--- src/rtl/mid_side_stream.sv ---
// Streaming mid/side processor: bypass, M/S encode, M/S decode and stereo width.
// Three-stage valid/ready pipeline with saturating outputs and a sticky clip flag.
module mid_side_stream #(
    parameter int DATA_W = 16,
    parameter int GAIN_W = 16
) (
    input  logic                     clk,
    input  logic                     rst_n,
    input  logic [1:0]               mode,
    input  logic [GAIN_W-1:0]        side_gain,
    input  logic                     s_valid,
    output logic                     s_ready,
    input  logic signed [DATA_W-1:0] s_a,
    input  logic signed [DATA_W-1:0] s_b,
    output logic                     m_valid,
    input  logic                     m_ready,
    output logic signed [DATA_W-1:0] m_a,
    output logic signed [DATA_W-1:0] m_b,
    input  logic                     clip_clr,
    output logic                     clip_sticky
);

    localparam int W  = DATA_W + GAIN_W + 2;
    localparam int SW = DATA_W + 1;

    localparam logic [1:0] MODE_BYPASS = 2'b00;
    localparam logic [1:0] MODE_ENCODE = 2'b01;
    localparam logic [1:0] MODE_DECODE = 2'b10;
    localparam logic [1:0] MODE_WIDTH  = 2'b11;

    localparam logic signed [W-1:0] MAX_W = {{(W-DATA_W+1){1'b0}}, {(DATA_W-1){1'b1}}};
    localparam logic signed [W-1:0] MIN_W = {{(W-DATA_W+1){1'b1}}, {(DATA_W-1){1'b0}}};

    // Valid/ready: a beat moves on either side when valid && ready at a rising
    // edge. The whole pipeline advances as one unit whenever the output register
    // is empty or being drained, so s_ready is exactly that advance condition.
    logic adv;
    assign adv     = !m_valid || m_ready;
    assign s_ready = adv;

    // Stage 1 registers
    logic                     v1;
    logic [1:0]               mode1;
    logic [GAIN_W-1:0]        gain1;
    logic signed [DATA_W-1:0] a1;
    logic signed [DATA_W-1:0] b1;
    logic signed [SW-1:0]     sum1;
    logic signed [SW-1:0]     diff1;

    // Stage 2 registers
    logic                     v2;
    logic [1:0]               mode2;
    logic signed [W-1:0]      x2;
    logic signed [W-1:0]      y2;

    logic signed [SW-1:0] in_sum;
    logic signed [SW-1:0] in_diff;
    assign in_sum  = $signed({s_a[DATA_W-1], s_a}) + $signed({s_b[DATA_W-1], s_b});
    assign in_diff = $signed({s_a[DATA_W-1], s_a}) - $signed({s_b[DATA_W-1], s_b});

    logic signed [SW-1:0] half_sum;
    logic signed [SW-1:0] half_diff;
    logic signed [W-1:0]  side_prod;
    logic signed [W-1:0]  side_scaled;
    logic signed [W-1:0]  x2_next;
    logic signed [W-1:0]  y2_next;

    assign half_sum  = sum1 >>> 1;
    assign half_diff = diff1 >>> 1;
    // |S| * gain stays below 2^(W-3), so the W-bit product never wraps.
    assign side_prod   = $signed({{(W-SW){half_diff[SW-1]}}, half_diff})
                       * $signed({{(W-GAIN_W){1'b0}}, gain1});
    assign side_scaled = side_prod >>> (GAIN_W - 2);

    always_comb begin
        x2_next = {{(W-DATA_W){a1[DATA_W-1]}}, a1};
        y2_next = {{(W-DATA_W){b1[DATA_W-1]}}, b1};
        case (mode1)
            MODE_ENCODE: begin
                x2_next = {{(W-SW){half_sum[SW-1]}}, half_sum};
                y2_next = {{(W-SW){half_diff[SW-1]}}, half_diff};
            end
            MODE_DECODE: begin
                x2_next = {{(W-SW){sum1[SW-1]}}, sum1};
                y2_next = {{(W-SW){diff1[SW-1]}}, diff1};
            end
            MODE_WIDTH: begin
                x2_next = {{(W-SW){half_sum[SW-1]}}, half_sum};
                y2_next = side_scaled;
            end
            default: begin
                x2_next = {{(W-DATA_W){a1[DATA_W-1]}}, a1};
                y2_next = {{(W-DATA_W){b1[DATA_W-1]}}, b1};
            end
        endcase
    end

    logic signed [W-1:0]      l_full;
    logic signed [W-1:0]      r_full;
    logic signed [DATA_W-1:0] out_a;
    logic signed [DATA_W-1:0] out_b;
    logic                     sat_l;
    logic                     sat_r;
    logic                     clip_hit;

    always_comb begin
        l_full = x2;
        r_full = y2;
        if (mode2 == MODE_WIDTH) begin
            l_full = x2 + y2;
            r_full = x2 - y2;
        end
        sat_l = 1'b0;
        sat_r = 1'b0;
        out_a = l_full[DATA_W-1:0];
        out_b = r_full[DATA_W-1:0];
        // Bypass values are already in range; only the arithmetic modes clamp.
        if (mode2 != MODE_BYPASS) begin
            if (l_full > MAX_W) begin
                out_a = MAX_W[DATA_W-1:0];
                sat_l = 1'b1;
            end else if (l_full < MIN_W) begin
                out_a = MIN_W[DATA_W-1:0];
                sat_l = 1'b1;
            end
            if (r_full > MAX_W) begin
                out_b = MAX_W[DATA_W-1:0];
                sat_r = 1'b1;
            end else if (r_full < MIN_W) begin
                out_b = MIN_W[DATA_W-1:0];
                sat_r = 1'b1;
            end
        end
        clip_hit = v2 && (sat_l || sat_r);
    end

    always_ff @(posedge clk or negedge rst_n) begin
        if (!rst_n) begin
            v1          <= 1'b0;
            mode1       <= '0;
            gain1       <= '0;
            a1          <= '0;
            b1          <= '0;
            sum1        <= '0;
            diff1       <= '0;
            v2          <= 1'b0;
            mode2       <= '0;
            x2          <= '0;
            y2          <= '0;
            m_valid     <= 1'b0;
            m_a         <= '0;
            m_b         <= '0;
            clip_sticky <= 1'b0;
        end else begin
            if (adv) begin
                v1      <= s_valid;
                mode1   <= mode;
                gain1   <= side_gain;
                a1      <= s_a;
                b1      <= s_b;
                sum1    <= in_sum;
                diff1   <= in_diff;
                v2      <= v1;
                mode2   <= mode1;
                x2      <= x2_next;
                y2      <= y2_next;
                m_valid <= v2;
                m_a     <= out_a;
                m_b     <= out_b;
            end
            // A new clip event wins over a simultaneous clear.
            if (adv && clip_hit) begin
                clip_sticky <= 1'b1;
            end else if (clip_clr) begin
                clip_sticky <= 1'b0;
            end
        end
    end

endmodule
--- config.mk ---
export PLATFORM = sky130hd
export DESIGN_NAME = mid_side_stream
export DESIGN_NICKNAME = d
export VERILOG_FILES = /design/src/rtl/mid_side_stream.sv
export SDC_FILE = /design/constraint.sdc
export NUM_CORES = 1
export LEC_CHECK = 0
export ABC_AREA = 1
export CAP_MARGIN = 20
export CORE_ASPECT_RATIO = 0.6
export CORE_MARGIN = 1
export CORE_UTILIZATION = 30
export DETAILED_ROUTE_END_ITERATION = 10
export PLACE_DENSITY_LB_ADDON = 0.2
export REMOVE_ABC_BUFFERS = 1
export SLEW_MARGIN = 20
export SYNTH_ARGS = -nofsm -noshare
export SYNTH_HDL_FRONTEND = slang
export SYNTH_SLANG_ARGS = --single-unit
--- constraint.sdc ---
create_clock -name clk -period 8.2 [get_ports clk]
set_input_delay 2.05 -clock clk [delete_from_list [all_inputs] [get_ports clk]]
set_output_delay 2.05 -clock clk [all_outputs]
set_load 0.05 [all_outputs]
==> metrics.md <==
| Metric | Value |
|---|---|
| Final setup violation count | 0 |
| Top_reg_cell synth | dfrtp_1 |
| Commonest non-fill, non-tap cell in the layout | nand2_1 |
| Critical Path RT | around 8.5 ns |
| Hold Crit Class | flip-flop to flip-flop |
| Mux share of post-synthesis cell area | 0% |
| PortBufs | 89 |
| Site Rows | a little over 70 |
| Worst Clk Skew | around 0.024 ns |
| Max-cap violation count | 0 |
| Min-Delay Endpoint | m_valid$_DFFE_PN0P_ |
| DIE AREA | between 60000 and 70000 um^2 |
| Post-Synth Simple-Gate Area | 21.8% |
| Fmax | approximately 0.14 GHz |
| TritonCTS Buffers | 17 |
| Register-to-Register Path Depth | 24 |
| # DRC | 0 |
| First-pass GRT wire length | between 100 and 150 mm |
| CP Launch Type | flip-flop |
| Initial core utilization | ~31% |
| Post_cts resized | 0 |
| Synthesized flop and latch total | approximately 160 |
| First-pass detailed-route iteration total | 6 |
| Syn. warnings | 0 |
| Hold buffers post-CTS | 0 |
| Global Route Usage Sum | 22.3% |
| Gr ovfl total | 0 |
| Starting DRC count in detailed routing | between 1500 and 2000 |
| N_diodes | 0 |
| Clk root buf | clkbuf_16 |
| Relative slew slack | between 15 and 20% |
| R2R setup slack | about 0.9 ns |
| Worst setup margin | slightly above 0.9 ns |
| Initial antenna violation count | 2 |
| Syn Std Cell Area | 19900 um^2 |
| Antenna viol nets, final | 0 |
| Post-synthesis sequential area ratio | between 15 and 20% |
| Share of the synthesized area in the top cell type | 19.8% |
| Post-Synth XOR/XNOR Area | between 1.5 and 2% |
| Status | completed |
| Area added between synthesis and finish | 11.4% |
| Critical path peak fanout | 19 |
| Async SR Flop Fraction | 100% |
| WL/cell | 19.7 um |
| I/O pin cnt | 90 |
| WHS | approximately 0.48 ns |
| Core ar. | around 65000 um^2 |
| Sink Count | approximately 160 |
| CTS H-tree depth | 4 |
| Hold Fails Final Rpt | 0 |
| Adder-Cell Fraction of Synth Area | between 30% and 40% |
| EDFF count, synth | 0 |
| CP arrival | roughly 7.6 ns |
| Nets | ~3200 |
| Final wirelength | a little over 70 mm |
| Synth Area in Compound Gates | between 10% and 20% |
| HPWL after detailed placement | between 50 and 60 mm |
| Final Critical Period | between 7 and 8 ns |
| Routability cong. | approximately 0.94 |
| Yosys top cell by area | fa_1 |
| Largest family of logic cells by synthesized area | adder cells |
| Synth area leaders | fa_1, dfrtp_1, nand2_1 |
| Hold depth | 2 |
| Total Neg Setup Slack | 0 ns |
| Most frequent cells in the layout | nand2_1, inv_1, fa_1, ha_1, nor2_1 |
| Vias in the first global route | roughly 18000 |
| Clk Latency, worst-skew pair | roughly 0.47 ns |
| CP Capture Type | flip-flop |
| RSZ-0062 raised after global routing | no |
| Pin count of the biggest net entering global routing | 100 |
| Hold_sp | v2$_DFFE_PN0P_ |
| R2r startpoint | diff1[4]$_DFFE_PN0P_ |
| Cell variety after synth | just over 50 |
| Final Slew Violations | 0 |
| CTS tree | yes |
| Clock buffer depth | 2 |
| Syn Inst Count | 2787 |
| DP Worst Slack | between 1 and 1.5 ns |
| CTS clock-pin slew for the worst setup and hold paths | roughly 0.09 ns |
| Share of layout cells above drive strength 1 | under 10% |
| Vias/cell | slightly below 5 |
| Slew @ Worst Pin | roughly 1.2 ns |
| Crit path kind | flip-flop to flip-flop |
| Reg-to-reg endpoint | y2[5]$_DFFE_PN0P_ |
| Syn Area/Cell | around 7 um^2 |
| Tcrit/Tclk final | between 80 and 90% |
| Die Y | 201 um |
| Postcts setup bufs | 0 |
| Die X | between 300 and 400 um |
| Vias | between 15000 and 20000 |
==> final cells by class <==
cell class / count / area, um^2
clock buffer: 17 / 425
clock inverter: 15 / 191
fill: 7066 / 42800
inverter: 566 / 2130
multi-input combinational: 1931 / 13300
sequential: 157 / 3930
tap: 888 / 1110
timing repair buffer: 114 / 1080
==> critical path: stages (launching register included) <==
cell	delay, ns
dfrtp_1	0.95
nand2_1	0.19
fa_1	0.63
fa_1	0.47
fa_1	0.52
inv_1	0.05
fa_1	0.49
fa_1	0.56
inv_1	0.06
fa_1	0.54
inv_1	0.04
ha_1	0.31
nand2_1	0.14
nor2_1	0.18
nand2_1	0.07
o21ai_0	0.75
nand2_1	0.14
nand2_1	0.28
nand2_1	0.08
nand2_1	0.08
a21oi_1	0.06
o21ai_0	0.26
nand2_1	0.13
nand2_1	0.08
o21ai_0	0.07
==> sequential cells by signal (all words and copies together), names as in the netlist, 2 cells and up <==
signal / flops
a1: 16
m_a: 16
x2: 17
diff1: 16
y2: 19
mode2: 2
b1: 16
mode1: 2
gain1: 16
sum1: 17
m_b: 16
==> cell usage after synthesis, types with 3 or more instances <==
cell type / count
a21boi_0: 4
a21o_1: 4
a21oi_1: 153
a21oi_2: 3
a221oi_1: 14
a22oi_1: 3
a31oi_1: 11
and2_1: 3
buf_1: 15
buf_2: 14
buf_4: 5
buf_6: 3
clkbuf_1: 95
clkinv_1: 6
dfrtp_1: 157
fa_1: 197
ha_1: 189
inv_1: 555
inv_2: 5
nand2_1: 766
nand3_1: 76
nand3b_1: 3
nand4_1: 16
nor2_1: 186
nor2_2: 5
nor3_1: 17
o211ai_1: 4
o21a_1: 3
o21ai_0: 170
o21bai_1: 18
o22ai_1: 19
or2_2: 12
xnor2_1: 5
xor2_1: 30
==> worst max-delay path by stage <==
stage                                    to             startpoint  cells past startpoint  slack [ns]
after floorplan                     s_ready                m_ready                      2       -4.06
after global placement    y2[5]$_DFFE_PN0P_   diff1[3]$_DFFE_PN0P_                     24        1.19
after detailed placement  y2[5]$_DFFE_PN0P_   diff1[3]$_DFFE_PN0P_                     24        1.11
after CTS                 y2[4]$_DFFE_PN0P_  diff1[10]$_DFFE_PN0P_                     19        1.03
after global routing      y2[5]$_DFFE_PN0P_   diff1[4]$_DFFE_PN0P_                     24        0.39
final                     y2[5]$_DFFE_PN0P_   diff1[4]$_DFFE_PN0P_                     24        0.91
==> per-layer routing <==
metal	global-route usage, %	part of all wire (%)	vias up
met2	28.5	36	638
met4	2.52	0.81	0
li1	-	-	8552
met3	5.71	9.4	40
met1	36.8	53	8745
met5	0	0	-
==> per-stage QoR <==
step	area (um^2)	cells	util [%]
2_1_floorplan	19300	2654	-
3_5_place_dp	21500	3656	33.2
3_3_place_gp	21500	3656	33.2
6_report	22200	3688	34.1
4_1_cts	22200	3688	34.1
5_1_grt	22200	3688	34.1
==> logic make-up (layout without fill, tap and decap cells) <==
family,count (synthesis),after routing
AOI/OAI and AO/OA,420,420
and+or+nand+nor,1090,1090
adders and majority gates,386,386
buffers and inverters,699,712
xor gates and xnor gates,35,35
DFF,157,157
Power is left out: the tool's default activity adds up to more than one toggle a clock period on the data nets, which glitch-free logic cannot reach.
